--- config.mk ---
export PLATFORM = sky130hd
export DESIGN_NAME = mem_stage
export DESIGN_NICKNAME = d
export VERILOG_FILES = /design/src/rtl/risc_pkg.sv /design/src/rtl/mem_stage.sv
export SDC_FILE = /design/constraint.sdc
export NUM_CORES = 1
export LEC_CHECK = 0
export ABC_CLOCK_PERIOD_IN_PS = 2450
export CAP_MARGIN = 25
export CORE_ASPECT_RATIO = 0.9
export CORE_MARGIN = 1.5
export CORE_UTILIZATION = 39
export CTS_CLUSTER_DIAMETER = 80
export CTS_CLUSTER_SIZE = 14
export DETAILED_ROUTE_END_ITERATION = 10
export HOLD_SLACK_MARGIN = 0.12
export PLACE_DENSITY = 0.79
export SLEW_MARGIN = 20
export SYNTH_ARGS = -nofsm -noshare
export SYNTH_HDL_FRONTEND = slang
export SYNTH_SLANG_ARGS = --single-unit
--- constraint.sdc ---
create_clock -name clk -period 2.45 [get_ports clk]
set_input_delay 0.735 -clock clk [delete_from_list [all_inputs] [get_ports clk]]
set_output_delay 0.735 -clock clk [all_outputs]
set_load 0.02 [all_outputs]
--- src/rtl/risc_pkg.sv ---
// Shared opcode bit positions, memory-stage FSM states and error codes.
package risc_pkg;

  localparam int OPC_W     = 24;
  localparam int OPC_ADD   = 0;
  localparam int OPC_SUB   = 1;
  localparam int OPC_STORE = 2;
  localparam int OPC_LOAD  = 3;
  localparam int OPC_AND   = 4;
  localparam int OPC_OR    = 5;
  localparam int OPC_XOR   = 6;

  typedef enum logic [0:0] {
    IDLE = 1'b0,
    MEM  = 1'b1
  } state_e;

  localparam logic [1:0] ERR_NONE     = 2'b00;
  localparam logic [1:0] ERR_MISALIGN = 2'b01;
  localparam logic [1:0] ERR_TIMEOUT  = 2'b10;

  function automatic logic is_mem_op(input logic [OPC_W-1:0] opc);
    return opc[OPC_STORE] | opc[OPC_LOAD];
  endfunction

endpackage

--- src/rtl/mem_stage.sv ---
// Memory stage: ALU ops pass through in 1 cycle; loads/stores run one data-memory request (>=2 cycles).
// Accepts only when idle and the output slot is free or draining; the output entry holds until wb_ready.
module mem_stage
  import risc_pkg::*;
#(
  parameter int AW      = 16,
  parameter int TIMEOUT = 15
) (
  input  logic                clk,
  input  logic                rst,
  input  logic                ex_valid,
  output logic                ex_ready,
  input  logic [OPC_W-1:0]    ex_opc,
  input  logic [31:0]         ex_alu,
  input  logic [31:0]         ex_sdata,
  input  logic [4:0]          ex_rd,
  output logic                dm_req,
  output logic                dm_we,
  output logic [AW-1:0]       dm_addr,
  output logic [31:0]         dm_wdata,
  input  logic [31:0]         dm_rdata,
  input  logic                dm_ack,
  output logic                wb_valid,
  input  logic                wb_ready,
  output logic                wb_we,
  output logic [4:0]          wb_rd,
  output logic [31:0]         wb_data,
  output logic [1:0]          err
);

  localparam int CW = $clog2(TIMEOUT + 1);
  // Expiry is decided on the last allowed cycle so dm_req is up for exactly TIMEOUT cycles.
  localparam logic [CW-1:0] TMO_LAST = CW'(TIMEOUT - 1);

  state_e        state_q,    state_d;
  logic          dm_req_q,   dm_req_d;
  logic          dm_we_q,    dm_we_d;
  logic [AW-1:0] dm_addr_q,  dm_addr_d;
  logic [31:0]   dm_wdata_q, dm_wdata_d;
  logic          wb_valid_q, wb_valid_d;
  logic          wb_we_q,    wb_we_d;
  logic [4:0]    wb_rd_q,    wb_rd_d;
  logic [31:0]   wb_data_q,  wb_data_d;
  logic [1:0]    err_q,      err_d;
  logic [CW-1:0] tmo_cnt_q,  tmo_cnt_d;

  logic ex_fire;
  logic op_mem;
  logic op_store;

  assign ex_ready = (state_q == IDLE) && (!wb_valid_q || wb_ready);
  assign ex_fire  = ex_valid && ex_ready;
  assign op_mem   = is_mem_op(ex_opc);
  assign op_store = ex_opc[OPC_STORE];

  always_comb begin
    state_d    = state_q;
    dm_req_d   = dm_req_q;
    dm_we_d    = dm_we_q;
    dm_addr_d  = dm_addr_q;
    dm_wdata_d = dm_wdata_q;
    wb_valid_d = wb_valid_q;
    wb_we_d    = wb_we_q;
    wb_rd_d    = wb_rd_q;
    wb_data_d  = wb_data_q;
    err_d      = ERR_NONE;
    tmo_cnt_d  = tmo_cnt_q;

    if (wb_valid_q && wb_ready) begin
      wb_valid_d = 1'b0;
    end

    case (state_q)
      IDLE: begin
        if (ex_fire && (ex_opc != '0)) begin
          wb_rd_d = ex_rd;
          if (!op_mem) begin
            wb_valid_d = 1'b1;
            wb_data_d  = ex_alu;
            wb_we_d    = (ex_rd != 5'd0);
          end else if (ex_alu[1:0] != 2'b00) begin
            wb_valid_d = 1'b1;
            wb_we_d    = 1'b0;
            err_d      = ERR_MISALIGN;
          end else begin
            state_d    = MEM;
            dm_req_d   = 1'b1;
            dm_we_d    = op_store;
            dm_addr_d  = ex_alu[AW+1:2];
            dm_wdata_d = op_store ? ex_sdata : 32'd0;
            tmo_cnt_d  = '0;
          end
        end
      end

      MEM: begin
        // The output slot is guaranteed empty here, so completion never waits on wb_ready.
        if (dm_ack) begin
          state_d    = IDLE;
          dm_req_d   = 1'b0;
          wb_valid_d = 1'b1;
          if (dm_we_q) begin
            wb_we_d = 1'b0;
          end else begin
            wb_data_d = dm_rdata;
            wb_we_d   = (wb_rd_q != 5'd0);
          end
        end else if (tmo_cnt_q == TMO_LAST) begin
          state_d    = IDLE;
          dm_req_d   = 1'b0;
          wb_valid_d = 1'b1;
          wb_we_d    = 1'b0;
          err_d      = ERR_TIMEOUT;
        end else begin
          tmo_cnt_d = tmo_cnt_q + CW'(1);
        end
      end

      default: begin
        state_d  = IDLE;
        dm_req_d = 1'b0;
      end
    endcase
  end

  always_ff @(posedge clk) begin
    if (rst) begin
      state_q    <= IDLE;
      dm_req_q   <= 1'b0;
      dm_we_q    <= 1'b0;
      dm_addr_q  <= '0;
      dm_wdata_q <= '0;
      wb_valid_q <= 1'b0;
      wb_we_q    <= 1'b0;
      wb_rd_q    <= '0;
      wb_data_q  <= '0;
      err_q      <= ERR_NONE;
      tmo_cnt_q  <= '0;
    end else begin
      state_q    <= state_d;
      dm_req_q   <= dm_req_d;
      dm_we_q    <= dm_we_d;
      dm_addr_q  <= dm_addr_d;
      dm_wdata_q <= dm_wdata_d;
      wb_valid_q <= wb_valid_d;
      wb_we_q    <= wb_we_d;
      wb_rd_q    <= wb_rd_d;
      wb_data_q  <= wb_data_d;
      err_q      <= err_d;
      tmo_cnt_q  <= tmo_cnt_d;
    end
  end

  assign dm_req   = dm_req_q;
  assign dm_we    = dm_we_q;
  assign dm_addr  = dm_addr_q;
  assign dm_wdata = dm_wdata_q;
  assign wb_valid = wb_valid_q;
  assign wb_we    = wb_we_q;
  assign wb_rd    = wb_rd_q;
  assign wb_data  = wb_data_q;
  assign err      = err_q;

endmodule

# Word-level counts from Yosys, hierarchy flattened
# Cells that the tools add are included.
# Widths: inputs -> output; s select.
[classes] addsub=1 eq_ne=11 n_mux=43 n_bitwise=3 reduce_logical=16
[ops] operator="$mux 32" n=5
[ops] operator="$pmux 32 s2" n=1
[ops] operator="$mux 1" n=24
[ops] operator="$reduce_bool 24->1" n=1
[ops] operator="$mux 4" n=5
[ops] operator="$ne 2x2->1 const B" n=7
[ops] operator="$reduce_and 4->1" n=3
[ops] operator="$reduce_bool 5->1" n=2
[ops] operator="$pmux 1 s2" n=4
[ops] operator="$pmux 4 s2" n=1
[ops] operator="$ne 3x2->1 const B" n=2
[ops] operator="$reduce_and 5->1" n=1
[ops] operator="$add 4x1->4 const B" n=1
[ops] operator="$eq 4x4->1 const B" n=1
[ops] operator="$logic_and 1x1->1" n=4
[ops] operator="$mux 2" n=2
[ops] operator="$pmux 2 s2" n=1
[ops] operator="$reduce_and 3->1" n=1
[ops] operator="$ne 2x1->1 const B" n=1
[ops] operator="$not 1->1" n=2
[ops] operator="$reduce_and 2->1" n=1
[ops] operator="$reduce_bool 2->1" n=1
[ops] operator="$logic_not 1->1" n=1
[ops] operator="$logic_or 1x1->1" n=1
[ops] operator="$or 1x1->1" n=1
[word_totals] reg_bits=96 in_bits=130 out_inout_bits=92 elab_cells=85

# Logic depth before layout (Yosys ltp)
# Gate-level depths: netlist (run 1).
[logic_depth] depth_word=7 mapped_depth=8 mapped_depth_nobuf=7

# Least setup slack after synthesis (run 1)
# Ideal clock, no wire load.
[synth_path] kind="in2reg" startpoint="input port ex_opc[7]" endpoint="register wb_data_q[25], in the netlist wb_data[25]" setup_ns=0.088 arrival_ns=2.073 required_ns=2.362 setup_slack_ns=0.289 stages=6 path_buffers=1 path_cell_list="nor4_1 -> nand4_1 -> o211ai_4 -> buf_6 -> a221oi_1 -> a311oi_2"
[synth_between] elab_chain_len=4
[synth_rtl] element="start: declaration" line="mem_stage.sv:13" text="input logic [OPC_W-1:0] ex_opc,"
[synth_rtl] element="$reduce_bool 24->1" line="mem_stage.sv:75" text="if (ex_fire && (ex_opc != '0)) begin"
[synth_rtl] element="$logic_and 1x1->1" line="mem_stage.sv:75"
[synth_rtl] element="$ne 2x1->1 (no line)"
[synth_rtl] element="$reduce_and 4->1 (no line)"
[synth_rtl] element="end signal: assignment" line="mem_stage.sv:148" text="wb_data_q <= wb_data_d;"
[synth_rtl] element="end: declaration" line="mem_stage.sv:43" text="logic [31:0] wb_data_q, wb_data_d;"
# Every way passes these cells.
# A chain may end at the register's enable or synchronous reset.

# Worst setup path in the final report (run 1)
[layout_path] startpoint="input port ex_opc[7]" endpoint="register wb_data_q[10], in the netlist wb_data[10]"
# Same word-level chain as after synthesis.

==> impl_results.md, run 1 <==
- Status: finished, final reports clean
- Num rows: 35
- Final hold viol count: 0
- Crit-path max FO: 29
- Port bufs: 221
- Crit Path Category: in -> reg
- CTS tree: done
- Cts bufs inserted: 9
- Synth Warn #: 0
- Final Critical Period: 2.34 ns
- Most instantiated cells after synthesis: dfxtp_1 (96), nand2_1 (38), inv_1 (35), a22o_1 (32), nor2b_1 (32)
- CTS root buffer: clkbuf_16
- Full die area: 11,000 µm²
- Post-Route Skew: 0.0122 ns
- Distinct cells, synth: 36
- Share of post-route cells with drive strength above 1: 10.7%
- Vias in the first global route: 3,981
- Cells after synthesis: 421
- Synth top area cells: dfxtp_1 (47%), a22o_1 (6.9%), a221oi_1 (5.0%)
- Worst hold path type: reg -> reg
- Worst EP arrival: 2.58 ns
- Fin area: 6860 µm²
- # H-tree levels: 3
- Worst-Margin Slew: 0.776 ns
- Fill cells: 850
- I/O Pins: 222
- First-pass iteration count of the detailed router: 4
- Peak supply drop: 0.304 mV
- Final Slew Violations: 0
- Max-slew headroom: 48.3%
- Initial antenna violation count: 0
- Initial DRC Count: 182
- DRC: 0
- Die Height: 99.7 µm
- Setup violators final: 0
- Largest net degree at the start of global routing: 71
- Nets@finish: 771
- Global-route wire length before repair: 20,200 µm
- Count leader, synth: dfxtp_1
- #FFs+latches synth: 96
- Post-synth top area cell: dfxtp_1
- Max-cap violations: 0
- Post-synth EDFFs: 0
- Crit share post-route: 95.6%
- Routability cong.: 0.754
- Starting Density: 39.9%
- Avg Cell Area, Syn: 9.62 µm²
- Detailed placement HPWL: 8860 µm
- # diodes: 0
- FFs w/ async S/R, synth: 0%
- Clock sink count: 96
- Max Freq: 427 MHz
- Hold buffers post-CTS: 0
- Clk buf depth: 2
- Final wirelength: 12,800 µm
- Synth Cell Area: 4050 µm²
- GRT overflow: 0
- Chip width: 110 µm
- WL/cell: 16.6 µm
- P&R area growth vs syn: 69.2%
- Leakage: 0.00246 µW
- Unrepaired setup endpoints after global routing: yes
- CTS clock-pin slew for the worst setup and hold paths: 0.07 ns
- GR Util All Layers: 22.4%
- Clock latency on the worst-skew pair: 0.34 ns
- Predominant post-synthesis flop cell: dfxtp_1
- Core region area: 10,200 µm²
- Design Power: 3790 µW
- Post-DP Area: 6470 µm²
- Power Density: 554 nW/µm²
- Crit path capture type: flop
- Seq/Total Area, Yosys: 47.4%
- Vias per cell: 5.21
- Post-route ant nets: 0
- Syn nets: 553
- Required time worst endpoint: 2.69 ns
- Vias post-DR: 4,031
- Synth top area share: 47.4%
- Worst setup SP type: input port
-- cells in the final DEF, fill, tap and decap left out, drive strengths merged, types with 3 or more instances in the layout --
| master | synthesis | final |
|---|---|---|
| nor3 | 6 | 6 |
| a21oi | 24 | 24 |
| dfxtp | 96 | 96 |
| clkbuf | 24 | 11 |
| nand2 | 38 | 38 |
| a311oi | 32 | 32 |
| nand2b | 3 | 3 |
| mux2i | 5 | 5 |
| nor2b | 32 | 32 |
| clkdlybuf4s50 | 0 | 219 |
| buf | 14 | 25 |
| a22o | 32 | 32 |
| nor4 | 5 | 5 |
| inv | 35 | 38 |
| nor2 | 20 | 20 |
| a221oi | 32 | 32 |
-- worst paths after layout --
kind              startpoint           to  slack, ns  depth (start not counted)
setup / recovery   ex_opc[7]  wb_data[10]       0.11                          7
hold / removal    dm_addr[6]   dm_addr[6]       0.45                          2
setup reg to reg     state_q  wb_data[25]       0.35                          5
hold reg to reg   dm_addr[6]   dm_addr[6]       0.45                          2
-- flip-flops by register name, indices dropped and copies added (netlist names) --
register and count:
wb_rd 5, wb_data 32, tmo_cnt_q 4, dm_req 1, dm_addr 16, err 2
dm_we 1, state_q 1, wb_we 1, dm_wdata 32, wb_valid 1
-- cell families (layout without fill, tap and decap cells) --
kind of cell               count (synthesis)  count (layout)  share of synthesized area (%)
buffers and inverters                     73             296                           7.60
adders and majority gates                  2               2                          0.618
and+or+nand+nor                          115             115                           14.1
AOI/OAI and AO/OA                        130             130                           29.0
muxes                                      5               5                           1.24
DFF                                       96              96                           47.4
-- power breakdown --
part | internal, µW | total, µW | switching (µW)
Sequential | 1630 | 1660 | 37.2
Clock | 806 | 1420 | 617
Combinational | 404 | 708 | 303
-- area by class of cell --
type                            instances  area [µm²]  share of cell area [%]
Timing Repair Buffer                  245        2490                    36.3
Sequential cell                        96        1920                    28.1
Multi-Input combinational cell        252        1850                    27.0
Clock buffer                           10         229                    3.34
Tap cell                              129         161                    2.35
Inverter                               35         131                    1.92
Clock inverter                          6        73.8                    1.08
-- timing repair --
action | in CTS | in global routing
cloned | 1 | 1
resized for setup | 4 | 5
pin swaps | 1 | 3
endpoints found under the setup margin | 4 | 53
buffers inserted | 0 | 1
-- routing by layer --
metal	share of wire [%]	track usage, %	vias to the layer above
met4	1.5	7.20	0
met5	0	0	-
met2	50	37.8	134
met3	5.6	5.00	14
met1	43	28.7	1905
li1	-	-	1978
-- worst max-delay path, stage by stage --
cell             delay (ns)
clkdlybuf4s50_1        0.41
nor4_2                 0.29
nand4_1                0.21
o211ai_4               0.26
buf_12                 0.23
a221oi_1               0.11
a311oi_1               0.32
-- through the flow --
| stage | hold WS (ns) | setup TNS (ns) | setup slack (ns) | utilization, % | instances |
|---|---|---|---|---|---|
| 2_1_floorplan | 0.467 | 0 | 0.289 | - | 421 |
| 3_3_place_gp | 0.443 | -22.49 | -0.447 | 63.6 | 753 |
| 3_5_place_dp | 0.447 | -19.04 | -0.376 | 63.7 | 754 |
| 4_1_cts | 0.455 | 0 | 0.0220 | 67.1 | 771 |
| 5_1_grt | 0.477 | -0.0318 | -0.0280 | 67.5 | 773 |
| 6_report | 0.453 | 0 | 0.107 | 67.5 | 773 |
Note: power is estimated with default switching activity, not from simulation.
==> run 2, diff against run 1 <==
--- a/config.mk
+++ b/config.mk
@@ -9,12 +9,12 @@
 export CAP_MARGIN = 25
 export CORE_ASPECT_RATIO = 0.9
 export CORE_MARGIN = 1.5
-export CORE_UTILIZATION = 39
+export CORE_UTILIZATION = 35
 export CTS_CLUSTER_DIAMETER = 80
 export CTS_CLUSTER_SIZE = 14
 export DETAILED_ROUTE_END_ITERATION = 10
 export HOLD_SLACK_MARGIN = 0.12
-export PLACE_DENSITY = 0.79
+export PLACE_DENSITY = 0.72
 export SLEW_MARGIN = 20
 export SYNTH_ARGS = -nofsm -noshare
 export SYNTH_HDL_FRONTEND = slang
==> run 2 against run 1 <==
  * Non-clock buffer count increased by 3
  * Sequential share of layout area decreased by 0.29 points
  * Combinational power decreased by 0.7%
  * Critical endpoint is now wb_data[26]
  * Total power up 7.4%
  * Die area increased by 11%
  * Worst setup slack got worse by 0.052 ns
  * Sequential cell count did not move
==> impl_results.md, run 2 (synthesized netlist as in run 1, its figures left out) <==
- Status: finished, final reports clean
- HP Start: dm_addr[0]
- WL/cell: 15.8 µm (-4.5%)
- Final wirelength: 12,700 µm (-0.88%)
- Vias per cell: 5.07 (-2.8%)
- Num rows: 37 (+5.7%)
- Power Density: 588 nW/µm² (+6.3%)
- Worst-Margin Slew: 0.728 ns (-0.0482 ns)
- Crit share post-route: 97.7% (+2.1 points)
- Max-slew headroom: 51.5% (+3.2 points)
- Required time worst endpoint: 2.69 ns (about the same)
- Worst hold path type: reg -> reg
- Detailed placement HPWL: 9180 µm (+3.6%)
- Max-cap violations: 0 (unchanged)
- Crit-path max FO: 30 (+3.4%)
- CTS clock-pin slew for the worst setup and hold paths: 0.07 ns (about the same)
- Crit Path Category: in -> reg
- R2R Path Start: state_q
- Fill cells: 978 (+15%)
- Post-route ant nets: 0 (unchanged)
- Unrepaired setup endpoints after global routing: yes
- Max Freq: 418 MHz (-2.2%)
- Setup violators final: 0 (unchanged)
- I/O Pins: 222 (unchanged)
- Clk buf depth: 2 (unchanged)
- Crit path capture type: flop
- Port bufs: 221 (unchanged)
- Final hold viol count: 0 (unchanged)
- Largest net degree at the start of global routing: 71 (unchanged)
- Final Slew Violations: 0 (unchanged)
- Global-route wire length before repair: 19,800 µm (-1.9%)
- Cts bufs inserted: 9 (unchanged)
- Initial antenna violation count: 0 (unchanged)
- Initial DRC Count: 290 (+59%)
- GRT overflow: 0 (unchanged)
- Placed insts: 785 (+4.1%)
- Final Critical Period: 2.39 ns (+0.0516 ns)
- P&R area growth vs syn: 71.0%
- # H-tree levels: 3 (unchanged)
- Fin area: 6930 µm² (+1.0%)
- Post-Route Skew: 0.00789 ns (-0.00433 ns)
- Post-DP Area: 6520 µm² (+0.66%)
- Crit path from: ex_opc[7]
- Die Height: 105 µm (+5.4%)
- Full die area: 12,200 µm² (+11%)
- Chip width: 116 µm (+5.4%)
- # diodes: 0 (unchanged)
- Vias post-DR: 4,067 (+0.89%)
- Hold buffers post-CTS: 0 (unchanged)
- Most frequent cells in the layout: clkdlybuf4s50_1 (219), dfxtp_1 (95), nand2_1 (38), inv_1 (35)
- Worst EP arrival: 2.64 ns (+0.06 ns)
- Share of post-route cells with drive strength above 1: 11.0% (+0.28 points)
- CTS tree: done
- Nets@finish: 774 (+0.39%)
- Most common cell after layout, fill and taps aside: clkdlybuf4s50_1
- Core region area: 11,300 µm² (+12%)
- Clock sink count: 96 (unchanged)
- Routability cong.: 0.747 (-0.96%)
- Layout Cells excl Fill: 802 (+3.8%)
- Starting Density: 35.7% (-4.2 points)
- GR Util All Layers: 20.1% (-2.3 points)
- Vias in the first global route: 4,014 (+0.83%)
- CTS root buffer: clkbuf_16
- Register area: 1920 µm² (unchanged)
- First-pass iteration count of the detailed router: 5 (+1)
- Clock latency on the worst-skew pair: 0.33 ns (about the same)
- Peak supply drop: 0.507 mV (+67%)
- DRC: 0 (unchanged)
- Multi-input logic area: 1840 µm² (-0.34%)
- Leakage: 0.00249 µW (+1.3%)
- Worst setup SP type: input port
==> run 2: changes by cell type in the layout (fill, tap and decap cells not counted), sizes merged <==
| cell | change |
|---|---|
| bufinv | +3 |
| buf | +3 |
| clkbuf | -1 |
| clkinvlp | -2 |
| inv | -1 |
==> run 2: power breakdown <==
group / internal (µW) / total [µW] / switching [µW]
Sequential: 1630 / 1660 / 36.4
Combinational: 403 / 703 / 300
Clock: 1110 / 1710 / 601
==> run 2: path summary, 6_finish.rpt <==
path / to / slack, ns / cells past startpoint
worst max-delay path: wb_data[26] / 0.06 / 8
worst min-delay path: dm_addr[0] / 0.45 / 2
worst max register to register: wb_data[25] / 0.40 / 5
worst min register to register: dm_addr[0] / 0.45 / 2
==> run 2: area by class of cell <==
cell class / instances / area share, %
timing repair buffer: 248 / 35.6
sequential: 96 / 27.8
multi-input combinational: 252 / 26.6
clock buffer: 9 / 3.25
tap: 156 / 2.82
clock inverter: 6 / 2.02
inverter: 35 / 1.90
==> run 2: layer usage <==
metal  global-route usage (%)  share of wire [%]  routed length, µm
met1                     25.0                 43               5440
met2                     34.6                 50               6320
met3                     4.64                6.1                778
met4                     5.31                1.2                157
met5                        0                  0                  0
==> run 2: worst max-delay path, stage by stage <==
cell and delay [ns]:
clkdlybuf4s50_1 0.40, nor4_1 0.29, nand4_1 0.22, o211ai_4 0.27, buf_4 0.17, clkbuf_16 0.21, a221oi_2 0.08, a311oi_2 0.25
==> run 2: timing repair <==
item | CTS | global route
gates cloned | 0 | 1
setup buffers | 0 | 1
resized for setup | 4 | 4
pin swaps | 0 | 4
endpoints found under the setup margin | 16 | 37
==> run 2: metrics by stage <==
| stage | hold WS, ns | setup WS, ns | TNS (ns) | utilization (%) | total power [µW] |
|---|---|---|---|---|---|
| floorplan | 0.467 | 0.289 | 0 | - | 1980 |
| global placement | 0.442 | -0.504 | -24.17 | 57.3 | 2380 |
| global route | 0.472 | -0.0173 | -0.0175 | 61.1 | 4240 |
| finish | 0.452 | 0.0554 | 0 | 61.1 | 4070 |
| CTS | 0.456 | 0.00435 | 0 | 60.7 | 4110 |
| detailed placement | 0.447 | -0.386 | -18.63 | 57.5 | 2390 |
==> run 3, diff against run 2 <==
--- a/config.mk
+++ b/config.mk
@@ -15,7 +15,6 @@
 export DETAILED_ROUTE_END_ITERATION = 10
 export HOLD_SLACK_MARGIN = 0.12
 export PLACE_DENSITY = 0.72
-export SLEW_MARGIN = 20
 export SYNTH_ARGS = -nofsm -noshare
 export SYNTH_HDL_FRONTEND = slang
 export SYNTH_SLANG_ARGS = --single-unit
==> run 3 against run 2 <==
  * Critical path depth unchanged
  * Non-clock buffer count unchanged
  * Total power down 2.2%
  * Worst setup slack better by 0.0071 ns
  * Clock skew about the same
  * Maximum frequency up 0.30%
  * Register-to-register slack worse by 0.05 ns
  * Die area unchanged
  * Cell count unchanged
  * Critical endpoint is now wb_data[20]
  * Largest cell class unchanged
==> impl_results.md, run 3 (synthesized netlist as in run 1, its figures left out) <==
- Status: finished, final reports clean
- Max-cap violations: 0 (unchanged)
- # diodes: 0 (unchanged)
- Detailed placement HPWL: 9080 µm (-1.1%)
- Port bufs: 221 (unchanged)
- Num rows: 37 (unchanged)
- Final Critical Period: 2.39 ns (-0.00713 ns)
- Vias per cell: 5.04 (-0.59%)
- Reg2reg path depth: 5 (unchanged)
- Worst setup SP type: input port
- Crit share post-route: 97.4% (-0.29 points)
- Largest net degree at the start of global routing: 71 (unchanged)
- Register area: 1920 µm² (unchanged)
- Crit Path Category: in -> reg
- Share of post-route cells with drive strength above 1: 11.1% (+0.15 points)
- Clock sink count: 96 (unchanged)
- Hold depth: 2 (unchanged)
- Most common cell after layout, fill and taps aside: clkdlybuf4s50_1
- Initial DRC Count: 318 (+9.7%)
- Post-route ant nets: 0 (unchanged)
- Pre-CTS setup slack: -0.319 ns (+0.0665 ns)
- Setup violators final: 0 (unchanged)
- Hold buffers post-CTS: 0 (unchanged)
- Max-slew headroom: 50.7% (-0.78 points)
- Most frequent cells in the layout: clkdlybuf4s50_1 (219), dfxtp_1 (95), nand2_1 (38), inv_1 (35)
- Final worst slack: 0.0625 ns (+0.00713 ns)
- Required time worst endpoint: 2.70 ns (about the same)
- Worst-Margin Slew: 0.739 ns (+0.0117 ns)
- Fill cells: 969 (-0.92%)
- GR Util All Layers: 20.1% (about the same)
- Final wirelength: 12,800 µm (+0.43%)
- CTS root buffer: clkbuf_16
- Design Power: 3990 µW (-2.2%)
- Clock latency on the worst-skew pair: 0.33 ns (about the same)
- CTS tree: done
- WL/cell: 15.9 µm (+0.43%)
- Final hold viol count: 0 (unchanged)
- Core region area: 11,300 µm² (unchanged)
- Full die area: 12,200 µm² (unchanged)
- P&R area growth vs syn: 71.1% (about the same)
- # H-tree levels: 3 (unchanged)
- Chip width: 116 µm (unchanged)
- Routability cong.: 0.747 (unchanged)
- Crit path capture type: flop
- Total negative setup slack: 0 ns (unchanged)
- Leakage: 0.00249 µW (-0.18%)
- Max Freq: 419 MHz (+0.30%)
- Die Height: 105 µm (unchanged)
- Vias in the first global route: 4,056 (+1.0%)
- Final Slew Violations: 0 (unchanged)
- Initial antenna violation count: 0 (unchanged)
- Cts bufs inserted: 9 (unchanged)
- Starting Density: 35.7% (unchanged)
- DRC: 0 (unchanged)
- Worst EP arrival: 2.64 ns (about the same)
- Post-Route Skew: 0.00792 ns (+0.0000253 ns)
- Worst hold path type: reg -> reg
- CTS clock-pin slew for the worst setup and hold paths: 0.07 ns (about the same)
- Power Density: 575 nW/µm² (-2.2%)
- Crit-path max FO: 30 (unchanged)
- Global-route wire length before repair: 19,900 µm (+0.49%)
- First-pass iteration count of the detailed router: 4 (-1)
- Clk buf depth: 2 (unchanged)
- GRT overflow: 0 (unchanged)
- Peak supply drop: 0.431 mV (-15%)
- Multi-input logic area: 1840 µm² (-0.20%)
- I/O Pins: 222 (unchanged)
- Nets@finish: 774 (unchanged)
- Vias post-DR: 4,043 (-0.59%)
## run 3: power breakdown
part | switching [µW] | internal (µW)
sequential | 35.7 | 1630
combinational | 301 | 407
clock | 615 | 1000
## run 3: cell type report
class	instances	area share (%)
well taps	156	2.82
multi-input cells	252	26.6
flip-flops and latches	96	27.7
repair buffers	248	36.1
inverters	35	1.90
clock buffers	9	3.25
clock inverters	6	1.66
## run 3: worst paths after layout
path	startpoint	end	slack, ns
min reg2reg	dm_addr[0]	dm_addr[0]	0.45
max	ex_opc[7]	wb_data[20]	0.06
max reg2reg	state_q	wb_data[16]	0.35
min	dm_addr[0]	dm_addr[0]	0.45
## run 3: stage by stage
step           hold slack (ns)  instance area, µm²  instances  utilization [%]
2_1_floorplan            0.467                4050        421                -
3_3_place_gp             0.442                6490        783             57.3
3_5_place_dp             0.447                6550        785             57.7
4_1_cts                  0.456                6890        800             60.8
5_1_grt                  0.472                6930        802             61.1
6_report                 0.453                6930        802             61.1
## run 3: per-layer routing
metal / global-route usage (%) / share of wire [%]
met1: 24.7 / 43
met2: 35.0 / 50
met3: 3.94 / 5.9
met4: 6.27 / 1.8
met5: 0 / 0
## run 3: repair_timing
item	CTS	global route
cloned	0	1
endpoints found under the hold margin	0	0
buffers inserted	0	1
pin swaps	0	3
resized for setup	3	4
endpoints found under the setup margin	1	26
## run 3: worst max-delay path: stages
cell and delay [ns]:
clkdlybuf4s50_1 0.42, nor4_2 0.28, nand4_1 0.21, o211ai_4 0.27, buf_4 0.17, clkbuf_16 0.21, a221oi_2 0.09, a311oi_2 0.25
